[src/rtl/midi_rx_pkg.sv]
// -----------------------------------------------------------------------------
// midi_rx_pkg
//
// Shared definitions for the MIDI serial receiver:
//   MIDI_BAUD    - standard MIDI bit rate (31250 baud)
//   MIDI_RT_MIN  - first system real-time status byte (0xF8..0xFF)
//   rx_state_e   - receiver FSM state encoding
//   calc_div     - rounded clock divider for the oversample tick
// -----------------------------------------------------------------------------
package midi_rx_pkg;

    localparam int         MIDI_BAUD   = 31250;
    localparam logic [7:0] MIDI_RT_MIN = 8'hF8;

    typedef enum logic [2:0] {
        ST_IDLE    = 3'd0,
        ST_START   = 3'd1,
        ST_DATA    = 3'd2,
        ST_STOP    = 3'd3,
        ST_WAIT_HI = 3'd4
    } rx_state_e;

    // round(clk_hz / (baud * ovs)) using integer arithmetic.
    function automatic int calc_div(input int clk_hz, input int baud, input int ovs);
        int den;
        den = baud * ovs;
        return (clk_hz + den / 2) / den;
    endfunction

endpackage

[src/rtl/midi_rx_fifo.sv]
// -----------------------------------------------------------------------------
// midi_rx_fifo
//
// Small show-ahead FIFO: data_o always shows the head entry and is meaningful
// while valid_o is high. A push and a pop in the same cycle on a full FIFO
// both take effect; a pop on an empty FIFO is ignored; a push on a full FIFO
// without a simultaneous pop is dropped (the caller reports the overflow).
//
// Parameters:
//   DEPTH  - number of entries (power of 2, >= 2)
//   W      - entry width in bits
//
// Ports:
//   clk_i    in   1   clock
//   rst_i    in   1   asynchronous active-high reset, empties the FIFO
//   push_i   in   1   write data_i this cycle
//   data_i   in   W   write data
//   pop_i    in   1   consume the head entry this cycle
//   data_o   out  W   head entry
//   valid_o  out  1   FIFO non-empty
//   full_o   out  1   FIFO holds DEPTH entries
// -----------------------------------------------------------------------------
module midi_rx_fifo #(
    parameter int DEPTH = 4,
    parameter int W     = 8
) (
    input  logic         clk_i,
    input  logic         rst_i,
    input  logic         push_i,
    input  logic [W-1:0] data_i,
    input  logic         pop_i,
    output logic [W-1:0] data_o,
    output logic         valid_o,
    output logic         full_o
);

    localparam int AW = $clog2(DEPTH);
    localparam int CW = AW + 1;
    localparam logic [CW-1:0] CNT_FULL = CW'(DEPTH);

    logic [W-1:0]  mem_q [DEPTH];
    logic [AW-1:0] wr_ptr_q, wr_ptr_d;
    logic [AW-1:0] rd_ptr_q, rd_ptr_d;
    logic [CW-1:0] count_q,  count_d;

    logic pop_ok;
    logic push_ok;

    assign valid_o = (count_q != '0);
    assign full_o  = (count_q == CNT_FULL);
    assign data_o  = mem_q[rd_ptr_q];

    assign pop_ok  = pop_i && valid_o;
    // A pop in the same cycle frees a slot, so a full FIFO can still accept.
    assign push_ok = push_i && (!full_o || pop_ok);

    always_comb begin
        wr_ptr_d = wr_ptr_q;
        rd_ptr_d = rd_ptr_q;
        count_d  = count_q;
        if (push_ok) begin
            wr_ptr_d = wr_ptr_q + 1'b1;
        end
        if (pop_ok) begin
            rd_ptr_d = rd_ptr_q + 1'b1;
        end
        case ({push_ok, pop_ok})
            2'b10:   count_d = count_q + 1'b1;
            2'b01:   count_d = count_q - 1'b1;
            default: count_d = count_q;
        endcase
    end

    always_ff @(posedge clk_i or posedge rst_i) begin
        if (rst_i) begin
            wr_ptr_q <= '0;
            rd_ptr_q <= '0;
            count_q  <= '0;
            for (int i = 0; i < DEPTH; i++) begin
                mem_q[i] <= '0;
            end
        end else begin
            wr_ptr_q <= wr_ptr_d;
            rd_ptr_q <= rd_ptr_d;
            count_q  <= count_d;
            if (push_ok) begin
                mem_q[wr_ptr_q] <= data_i;
            end
        end
    end

endmodule

[src/rtl/midi_rx.sv]
// -----------------------------------------------------------------------------
// midi_rx
//
// MIDI serial receiver (8N1, idle high). The pad input is brought in through a
// two-flop synchronizer, oversampled OVS times per bit by a tick generator,
// and each bit is decided by a 3-sample majority vote taken at mid-bit.
// Correctly framed bytes are queued in a show-ahead FIFO presented as a
// valid/ready stream.
//
// Handshake: a byte is transferred on every clock edge where rx_valid_o and
// rx_ready_i are both high; rx_data_o holds the head byte and is only
// meaningful while rx_valid_o is high; rx_valid_o does not depend on
// rx_ready_i.
//
// Optional build macro:
//   MIDI_RX_RT_FILT_EN - when defined, system real-time bytes 0xF8..0xFF are
//                        never queued (and never cause ovf_o). Framing checks
//                        are identical either way.
//
// Parameters:
//   CLK_HZ      core clock frequency in Hz
//   BAUD        serial bit rate
//   OVS         oversample ticks per bit (even, >= 8)
//   FIFO_DEPTH  byte FIFO entries (power of 2, >= 2)
//
// Ports:
//   clk_i       in   1  core clock
//   rst_i       in   1  asynchronous active-high reset
//   midi_rx_i   in   1  asynchronous serial input, idle high
//   rx_data_o   out  8  FIFO head byte
//   rx_valid_o  out  1  FIFO non-empty
//   rx_ready_i  in   1  consumer pops the head when rx_valid_o & rx_ready_i
//   frm_err_o   out  1  one-cycle pulse on a bad stop bit
//   ovf_o       out  1  one-cycle pulse when a good byte is dropped (FIFO full)
//   busy_o      out  1  high while the receiver FSM is not idle
// -----------------------------------------------------------------------------
module midi_rx
    import midi_rx_pkg::*;
#(
    parameter int CLK_HZ     = 160_000_000,
    parameter int BAUD       = MIDI_BAUD,
    parameter int OVS        = 16,
    parameter int FIFO_DEPTH = 4
) (
    input  logic       clk_i,
    input  logic       rst_i,
    input  logic       midi_rx_i,
    output logic [7:0] rx_data_o,
    output logic       rx_valid_o,
    input  logic       rx_ready_i,
    output logic       frm_err_o,
    output logic       ovf_o,
    output logic       busy_o
);

    localparam int DIV   = calc_div(CLK_HZ, BAUD, OVS);
    localparam int DIV_W = (DIV > 1) ? $clog2(DIV) : 1;
    localparam int TC_W  = $clog2(OVS);

    localparam logic [DIV_W-1:0] DIV_LAST = DIV_W'(DIV - 1);
    localparam logic [TC_W-1:0]  TC_LAST  = TC_W'(OVS - 1);
    localparam logic [TC_W-1:0]  TC_MID   = TC_W'(OVS / 2);

    // ------------------------------------------------------------------
    // State
    // ------------------------------------------------------------------
    rx_state_e        state_q,    state_d;
    logic             sync1_q,    sync2_q;
    logic [DIV_W-1:0] div_cnt_q,  div_cnt_d;
    logic [TC_W-1:0]  tick_cnt_q, tick_cnt_d;
    logic [2:0]       samp_q,     samp_d;
    logic [2:0]       bit_cnt_q,  bit_cnt_d;
    logic [7:0]       shift_q,    shift_d;
    logic             frm_err_q,  frm_err_d;
    logic             ovf_q,      ovf_d;

    logic rx_s;
    logic tick;
    logic mid;
    logic vote;
    logic keep_byte;
    logic push_req;
    logic fifo_full;
    logic pop;

    assign rx_s = sync2_q;
    assign tick = (div_cnt_q == DIV_LAST);
    // Mid-bit decision point: the tick whose per-bit index is OVS/2.
    assign mid  = tick && (tick_cnt_q == TC_MID);

    // Majority of the two previous tick samples and the current one.
    assign vote = (samp_q[1] & samp_q[0]) | (samp_q[1] & rx_s) | (samp_q[0] & rx_s);

`ifdef MIDI_RX_RT_FILT_EN
    assign keep_byte = (shift_q < MIDI_RT_MIN);
`else
    assign keep_byte = 1'b1;
`endif

    assign pop = rx_valid_o && rx_ready_i;

    // ------------------------------------------------------------------
    // Next-state / datapath
    // ------------------------------------------------------------------
    always_comb begin
        state_d    = state_q;
        div_cnt_d  = tick ? '0 : div_cnt_q + 1'b1;
        tick_cnt_d = tick_cnt_q;
        samp_d     = samp_q;
        bit_cnt_d  = bit_cnt_q;
        shift_d    = shift_q;
        frm_err_d  = 1'b0;
        push_req   = 1'b0;

        if (tick) begin
            samp_d     = {samp_q[1:0], rx_s};
            tick_cnt_d = (tick_cnt_q == TC_LAST) ? '0 : tick_cnt_q + 1'b1;
        end

        case (state_q)
            ST_IDLE: begin
                if (!rx_s) begin
                    // Re-phase the tick so bit boundaries line up with the
                    // falling edge of the start bit.
                    state_d    = ST_START;
                    div_cnt_d  = '0;
                    tick_cnt_d = '0;
                end
            end
            ST_START: begin
                if (mid) begin
                    if (vote) begin
                        state_d = ST_IDLE;   // glitch shorter than half a bit
                    end else begin
                        state_d   = ST_DATA;
                        bit_cnt_d = '0;
                    end
                end
            end
            ST_DATA: begin
                if (mid) begin
                    shift_d   = {vote, shift_q[7:1]};   // LSB arrives first
                    bit_cnt_d = bit_cnt_q + 1'b1;
                    if (bit_cnt_q == 3'd7) begin
                        state_d = ST_STOP;
                    end
                end
            end
            ST_STOP: begin
                if (mid) begin
                    if (vote) begin
                        // Leave half a bit early so the next start edge is
                        // never missed.
                        state_d  = ST_IDLE;
                        push_req = keep_byte;
                    end else begin
                        state_d   = ST_WAIT_HI;
                        frm_err_d = 1'b1;
                    end
                end
            end
            ST_WAIT_HI: begin
                // Breaks and held-low lines: wait for the line to recover.
                if (rx_s) begin
                    state_d = ST_IDLE;
                end
            end
            default: begin
                state_d = ST_IDLE;
            end
        endcase

        ovf_d = push_req && fifo_full && !pop;
    end

    // ------------------------------------------------------------------
    // Registers
    // ------------------------------------------------------------------
    always_ff @(posedge clk_i or posedge rst_i) begin
        if (rst_i) begin
            state_q    <= ST_IDLE;
            sync1_q    <= 1'b1;
            sync2_q    <= 1'b1;
            div_cnt_q  <= '0;
            tick_cnt_q <= '0;
            samp_q     <= 3'b111;
            bit_cnt_q  <= '0;
            shift_q    <= '0;
            frm_err_q  <= 1'b0;
            ovf_q      <= 1'b0;
        end else begin
            state_q    <= state_d;
            sync1_q    <= midi_rx_i;
            sync2_q    <= sync1_q;
            div_cnt_q  <= div_cnt_d;
            tick_cnt_q <= tick_cnt_d;
            samp_q     <= samp_d;
            bit_cnt_q  <= bit_cnt_d;
            shift_q    <= shift_d;
            frm_err_q  <= frm_err_d;
            ovf_q      <= ovf_d;
        end
    end

    assign frm_err_o = frm_err_q;
    assign ovf_o     = ovf_q;
    assign busy_o    = (state_q != ST_IDLE);

    // ------------------------------------------------------------------
    // Byte FIFO
    // ------------------------------------------------------------------
    midi_rx_fifo #(
        .DEPTH (FIFO_DEPTH),
        .W     (8)
    ) u_fifo (
        .clk_i   (clk_i),
        .rst_i   (rst_i),
        .push_i  (push_req),
        .data_i  (shift_q),
        .pop_i   (rx_ready_i),
        .data_o  (rx_data_o),
        .valid_o (rx_valid_o),
        .full_o  (fifo_full)
    );

endmodule

[config.mk]
export PLATFORM = sky130hd
export DESIGN_NAME = midi_rx
export DESIGN_NICKNAME = d
export VERILOG_FILES = /design/src/rtl/midi_rx_pkg.sv /design/src/rtl/midi_rx_fifo.sv /design/src/rtl/midi_rx.sv
export SDC_FILE = /design/constraint.sdc
export NUM_CORES = 1
export LEC_CHECK = 0
export ABC_AREA = 1
export BUFFER_PORTS_ARGS = -buffer_cell sky130_fd_sc_hd__clkbuf_2
export CORE_ASPECT_RATIO = 1.75
export CORE_MARGIN = 2
export CORE_UTILIZATION = 35
export CTS_CLUSTER_SIZE = 24
export DETAILED_ROUTE_END_ITERATION = 16
export PLACE_DENSITY = 0.59
export REMOVE_ABC_BUFFERS = 1
export SETUP_SLACK_MARGIN = 0.1
export SYNTH_ARGS = -nofsm -noshare
export SYNTH_HDL_FRONTEND = slang
export SYNTH_HIERARCHICAL = 1
export SYNTH_SLANG_ARGS = --single-unit
[constraint.sdc]
create_clock -name clk_i -period 3.4 [get_ports clk_i]
set_clock_uncertainty 0.2 [all_clocks]
set_input_delay 0.17 -clock clk_i [delete_from_list [all_inputs] [get_ports clk_i]]
set_output_delay 0.17 -clock clk_i [all_outputs]
set_load 0.02 [all_outputs]
==> results.sh, run 1 <==
export IMPL_status="completed"
export IMPL_path_max_fanout=6
export IMPL_slowest_stage="fa_1"
export IMPL_ys_async_sr_fraction_pct=100.0
export IMPL_crit_arrival_ps=2620
export IMPL_grt_pass1_vias=2618
export IMPL_dpl_hpwl_mm=4.858
export IMPL_routabilityCongestion=0.7644
export IMPL_antenna_found_initial=0
export IMPL_drive_above_1_share_pct=16.20
export IMPL_synth_most_common_cell="nand2_1"
export IMPL_clockBufferDepth=2
export IMPL_firstDrtPassIters=4
export IMPL_min_period_over_period_pct=75.71
export IMPL_min_period_ps=2574
export IMPL_floorplan_initialDensity_pct=35.75
export IMPL_wl_per_cell_um=12.45
export IMPL_setup_viol=0
export IMPL_cts_made_buffers=9
export IMPL_vdd_drop_max_mv=0.2616
export IMPL_synth_edf_count=0
export IMPL_clock_latency_ps=330
export IMPL_hold_path_end="rx_s"
export IMPL_final_setup_worst_slack_ps=825.9
export IMPL_leakage_nw=1.949
export IMPL_routed_via_density=4.768
export IMPL_dieArea_um2=10850
export IMPL_min_from="sync1_q"
export IMPL_clkTransAtPathRegs_ps=50
export IMPL_cp_cell_sequence="ha_1 > nand3_2 > nor2_4 > nand3_4 > nor3_1 > inv_1 > nand3_1 > fa_1 > inv_1 > nand2_1 > o21ai_0"
export IMPL_power_density_nw_per_um2=600.4
export IMPL_maxSlewViolCount=0
export IMPL_tritoncts="done"
export IMPL_synth_area_leaders="dfrtp_1, nand2_1, inv_1"
export IMPL_relSlewSlack_pct=55.88
export IMPL_crit_required_ps=3440
export IMPL_syn_cell_area_um2=3500
export IMPL_r2r_setup_slack_ps=830
export IMPL_synthToLayoutAreaGrowth_pct=14.37
export IMPL_cp_top_family="simple AND/OR/NAND/NOR gates"
export IMPL_finalHoldViolCount=0
export IMPL_globalRouteTotalUtil_pct=14.37
export IMPL_reg2reg_to="u_fifo/count_q[1]"
export IMPL_cts_sinks=72
export IMPL_yosys_warnings=6
export IMPL_cts_root_buf="clkbuf_16"
export IMPL_startpoint_type="flop"
export IMPL_cap_violations=0
export IMPL_yosysTopAreaCellShare_pct=48.62
export IMPL_worst_path_buf_inv=2
export IMPL_ctsResizeCount=0
export IMPL_drt_antenna_violating_nets=0
export IMPL_io_pins=16
export IMPL_synthTopCellsByCount="nand2_1, dfrtp_1, inv_1, nor2_1, o21ai_1"
export IMPL_drt_initial_drc_count=125
export IMPL_r2r_cells=11
export IMPL_tightestPinTransition_ps=661.0
export IMPL_path_class="reg2reg"
export IMPL_n_fill_cell=986
export IMPL_min_delay_path_depth=0
export IMPL_dp_slack_ps=822.8
export IMPL_syn_inst=399
export IMPL_post_synth_cell_area_avg_um2=8.771
export IMPL_reg2reg_from="div_cnt_q[0]"
export IMPL_chipWidth_um=79.59
export IMPL_drc=0
export IMPL_ys_ff_latch=72
export IMPL_worst_setup_path_end_kind="flop"
export IMPL_rsz0062_at_grt="false"
export IMPL_ys_types=33
export IMPL_layout_nets=435
export IMPL_grt_first_pass_wirelength_mm=12.05
export IMPL_synth_flop_cell="dfrtp_1"
export IMPL_cpMostUsedCell="inv_1"
export IMPL_vias=2627
export IMPL_io_buffers=15
export IMPL_fmax_mhz=388.5
export IMPL_gr_total_overflow=0
export IMPL_critPathMaxStageDelay_ps=420
export IMPL_core_area_um2=9789
export IMPL_grt_max_degree=40
export IMPL_htreeDepth=3
export IMPL_die_h_um=136.3
export IMPL_seq_area_frac_synth_pct=51.63
export IMPL_setup_tns_final_ps=0
export IMPL_rows=48
export IMPL_min_path_type="reg2reg"
export IMPL_synth_area_leader_cell="dfrtp_1"
export IMPL_totalWireLength_mm=6.860
export IMPL_diodes=0
state kept, by name (all words and copies together), names as in the netlist, 2 cells and up:
name	count
bit_cnt_q	3
shift_q	8
u_fifo/count_q	3
tick_cnt_q	4
u_fifo/mem_q	32
u_fifo/rd_ptr_q	2
u_fifo/wr_ptr_q	2
state_q	3
div_cnt_q	9
samp_q	2
what timing repair did:
item / in CTS / in global routing
hold endpoints to repair: 58 / 0
hold buffers: 3 / 0
setup buffers: 0 / 0
endpoints found under the setup margin: 0 / 0
worst reg2reg max path: cells and delay by family, from the launching register on:
family | cells | cell delay [ps]
AO/OA/AOI/OAI | 1 | 80
flip-flops | 1 | 370
AND/OR/NAND/NOR | 6 | 1020
buffers and inverters | 2 | 180
adder cells (fa/ha/maj) | 2 | 630
worst max path at each step:
stage / from / cells past startpoint / slack, ps / end
6_report: div_cnt_q[0] / 11 / 830 / u_fifo/count_q[1]
5_1_grt: div_cnt_q[0] / 11 / 590 / u_fifo/count_q[1]
4_1_cts: div_cnt_q[0] / 11 / 820 / u_fifo/count_q[1]
3_5_place_dp: div_cnt_q[0] / 11 / 820 / u_fifo/count_q[1]
3_3_place_gp: div_cnt_q[0] / 11 / 950 / u_fifo/count_q[1]
2_1_floorplan: div_cnt_q[0] / 11 / 1090 / u_fifo/count_q[1]
where the power goes:
group          switching (mW)  leakage [nW]  internal [mW]  total, mW
registers              0.0718         0.955          0.891      0.963
logic                   0.326         0.846          0.169      0.495
clock network           0.341         0.148          0.604      0.945
total                   0.739          1.95           1.66       2.40
through the flow:
step,area [um2],total power [mW],hold slack [ps],utilization (%),std cells
after floorplan,3418,1.314,-25.52,-,390
after global placement,3665,1.473,61.59,37.44,532
after detailed placement,3665,1.476,59.68,37.44,532
after CTS,4003,2.440,159.4,40.89,551
after global routing,4003,2.543,160.4,40.89,551
final,4003,2.403,158.1,40.89,551
layout make-up:
cell class	instances	area, um2	share of cell area [%]
Clock inverter	5	55.05	1.375
Timing Repair Buffer	20	120.1	3.001
Sequential cell	72	1807	45.14
Tap cell	125	156.4	3.907
Clock buffer	11	252.7	6.314
Multi-Input combinational cell	274	1440	35.98
Inverter	44	171.4	4.283
cells in the final DEF, fill, tap and decap left out, types with 3 or more instances in the layout:
master         synthesis  final
xor2_1                 6      6
o22ai_1                8      8
o21ai_1               25     25
nand3_1               22     22
dfstp_2                4      4
clkbuf_16              0      9
nor2_2                 3      3
clkbuf_2               0     15
nor3_1                 4      4
dlygate4sd3_1          0      3
nand4_1                6      6
nand2_2                6      6
nand2_4                6      6
dfrtp_1               68     68
o21ai_2                9      9
nor2_1                40     40
a21oi_1                3      3
nand2_1               96     96
inv_1                 40     40
o21ai_0               22     22
clkinv_2               1      3
ha_1                   9      9
layer usage:
metal  up-vias  routed length [um]  global-route usage [%]
met5         -                   0                       0
met1      1255                2983                   15.87
met4         0                 140                   6.609
met2        26                3571                   25.58
met3        11                 165                   3.386
li1       1335                   -                       -
kinds of logic (layout without fill, tap and decap cells):
group	count (synthesis)	in the layout	share of synthesized area (%)
AND/OR/NAND/NOR	190	190	24.81
AO/OA/AOI/OAI	68	68	11.05
buffers and inverters	53	80	7.222
adder cells (fa/ha/maj)	10	10	3.790
XOR/XNOR	6	6	1.502
flip-flops	72	72	51.63
Power figures use the tool's default switching activity.
==> run 2: changes to the inputs <==
--- a/config.mk
+++ b/config.mk
@@ -12,7 +12,7 @@
 export CORE_UTILIZATION = 35
 export CTS_CLUSTER_SIZE = 24
 export DETAILED_ROUTE_END_ITERATION = 16
-export PLACE_DENSITY = 0.59
+export PLACE_DENSITY = 0.61
 export REMOVE_ABC_BUFFERS = 1
 export SETUP_SLACK_MARGIN = 0.1
 export SYNTH_ARGS = -nofsm -noshare
==> constraint.sdc (replaced) <==
create_clock -name clk_i -period 2.1 [get_ports clk_i]
set_clock_uncertainty 0.2 [all_clocks]
set_input_delay 0.105 -clock clk_i [delete_from_list [all_inputs] [get_ports clk_i]]
set_output_delay 0.105 -clock clk_i [all_outputs]
set_load 0.02 [all_outputs]
==> run 2 against run 1 <==
Net effect: non-clock buffer count grew 23; wire length grew 17%; die area is the same; count of clock-buffer cells in the layout is the same; final area grew 11%; largest cell class unchanged; clock power grew 61%; critical path type unchanged; worst setup slack lost 760 ps; core utilization grew 4.4 points; global-route usage grew 0.24 points; highest routed layer unchanged; first-iteration DRC count shrank 11%.
==> results.sh, run 2 (synthesis results as in run 1) <==
export IMPL_status="completed"
export IMPL_reg2reg_from="div_cnt_q[0]"
export IMPL_clock_latency_ps=330
export IMPL_min_path_type="reg2reg"
export IMPL_layout_nets=461
export IMPL_drt_initial_drc_count=111
export IMPL_die_h_um=136.3
export IMPL_power_density_nw_per_um2=899.5
export IMPL_reg2reg_to="u_fifo/count_q[1]"
export IMPL_crit_arrival_ps=2100
export IMPL_pwr_share_seq_pct=38.0
export IMPL_routabilityCongestion=0.7889
export IMPL_htreeDepth=3
export IMPL_leakage_nw=2.053
export IMPL_clock_power_share_pct=38.1
export IMPL_min_period_over_period_pct=96.86
export IMPL_dieArea_um2=10850
export IMPL_min_from="sync1_q"
export IMPL_min_delay_path_depth=0
export IMPL_vdd_drop_max_mv=0.4471
export IMPL_finalHoldViolCount=0
export IMPL_maxSlewViolCount=0
export IMPL_rows=48
export IMPL_layout_commonest_cell="nand2_1"
export IMPL_synthToLayoutAreaGrowth_pct=26.78
export IMPL_setup_viol=0
export IMPL_crit_required_ps=2160
export IMPL_n_fill_cell=940
export IMPL_rsz0062_at_grt="true"
export IMPL_tritoncts="done"
export IMPL_drt_antenna_violating_nets=0
export IMPL_clkTransAtPathRegs_ps=60
export IMPL_dpl_hpwl_mm=5.051
export IMPL_wl_per_cell_um=13.91
export IMPL_path_class="reg2reg"
export IMPL_globalRouteTotalUtil_pct=14.61
export IMPL_fmax_mhz=491.6
export IMPL_routed_via_density=4.960
export IMPL_top_regs="u_fifo/mem_q (32), div_cnt_q (9), shift_q (8)"
export IMPL_min_period_ps=2034
export IMPL_crit_start="div_cnt_q[0]"
export IMPL_cap_violations=0
export IMPL_setup_tns_final_ps=0
export IMPL_grt_first_pass_wirelength_mm=12.26
export IMPL_final_cell_mix="nand2_1, dfrtp_1, nor2_1"
export IMPL_clockBufferDepth=2
export IMPL_chipWidth_um=79.59
export IMPL_io_pins=16
export IMPL_largest_reg_flops=32
export IMPL_hold_path_end="rx_s"
export IMPL_firstDrtPassIters=5
export IMPL_floorplan_initialDensity_pct=35.75
export IMPL_grt_max_degree=40
export IMPL_r2r_cells=11
export IMPL_relSlewSlack_pct=66.40
export IMPL_worst_setup_path_end_kind="flop"
export IMPL_gr_total_overflow=0
export IMPL_grt_pass1_vias=2750
export IMPL_totalWireLength_mm=8.025
export IMPL_core_area_um2=9789
export IMPL_whs_ps=160.9
export IMPL_antenna_found_initial=0
export IMPL_startpoint_type="flop"
export IMPL_drive_above_1_share_pct=28.98
export IMPL_diodes=0
export IMPL_switching_share_pct=32.19
export IMPL_cts_root_buf="clkbuf_16"
export IMPL_tightestPinTransition_ps=504.1
export IMPL_cts_sinks=72
export IMPL_vias=2862
export IMPL_r2r_setup_slack_ps=70
export IMPL_p_sw_mw=1.285
export IMPL_drc=0
export IMPL_top_register="u_fifo/mem_q"
export IMPL_path_max_fanout=2
export IMPL_io_buffers=15
export IMPL_cts_made_buffers=9
export IMPL_p_int_mw=2.706
export IMPL_pwr_share_comb_pct=23.9
run 2: changes by cell type in the layout (fill, tap and decap cells not counted), sizes merged:
| cell | change |
|---|---|
| buf | +23 |
| nand2 | +3 |
| clkinv | +2 |
| inv | -2 |
run 2: how the worst max path moves through the flow:
stage | to | slack, ps
after floorplan | u_fifo/count_q[1] | -210
after global placement | u_fifo/count_q[1] | -20
after detailed placement | u_fifo/count_q[1] | -80
after CTS | u_fifo/count_q[1] | 60
after global routing | u_fifo/mem_q[19] | -70
final | u_fifo/count_q[1] | 70
run 2: critical path, cell delays in order, from the launching register on:
cell,delay (ps)
dfrtp_1,390
ha_4,170
nand3_4,80
nor2_4,120
nand3_4,80
nor3_4,160
inv_2,80
nand3_4,90
fa_2,440
inv_2,50
nand2_1,40
o21ai_1,60
run 2: per-stage QoR:
stage                     utilization [%]  instances  total power, mW  setup WS (ps)  cell area, um2
after global routing                45.32        577            4.179         -65.19            4437
after detailed placement            38.59        547            2.421         -83.39            3777
after global placement              38.59        547            2.392         -20.06            3777
after floorplan                         -        390            2.127         -212.0            3418
final                               45.32        577            3.991          65.88            4437
after CTS                           42.29        567            3.984          60.14            4140
run 2: repair_timing:
item                                   CTS  global route
cloned                                   0             3
setup buffers                            1             7
gates resized for setup                  9            52
pin swaps                                0             4
endpoints found under the hold margin   75             0
setup endpoints to repair               34            42
hold buffers                             3             0
run 2: metal layers:
layer	track usage, %	vias up	part of all wire [%]
li1	-	1390	-
met1	15.11	1409	39
met2	27.26	52	57
met3	3.652	11	2.9
met4	6.130	0	1.6
met5	0	-	0
run 2: layout make-up:
| type | count | area [um2] | area share (%) |
|---|---|---|---|
| Clock inverter | 5 | 56.30 | 1.269 |
| Multi-Input combinational cell | 277 | 1678 | 37.82 |
| Timing Repair Buffer | 43 | 300.3 | 6.768 |
| Inverter | 44 | 196.4 | 4.428 |
| Sequential cell | 72 | 1807 | 40.72 |
| Clock buffer | 11 | 242.7 | 5.471 |
| Tap cell | 125 | 156.4 | 3.525 |
run 2: power by group through the flow:
stage	Combinational (mW)	Clock, mW	Sequential (mW)
2_1_floorplan	0.591	0	1.54
3_3_place_gp	0.860	0	1.53
3_5_place_dp	0.888	0	1.53
4_1_cts	0.903	1.57	1.51
5_1_grt	1.04	1.62	1.52
6_report	0.952	1.52	1.52
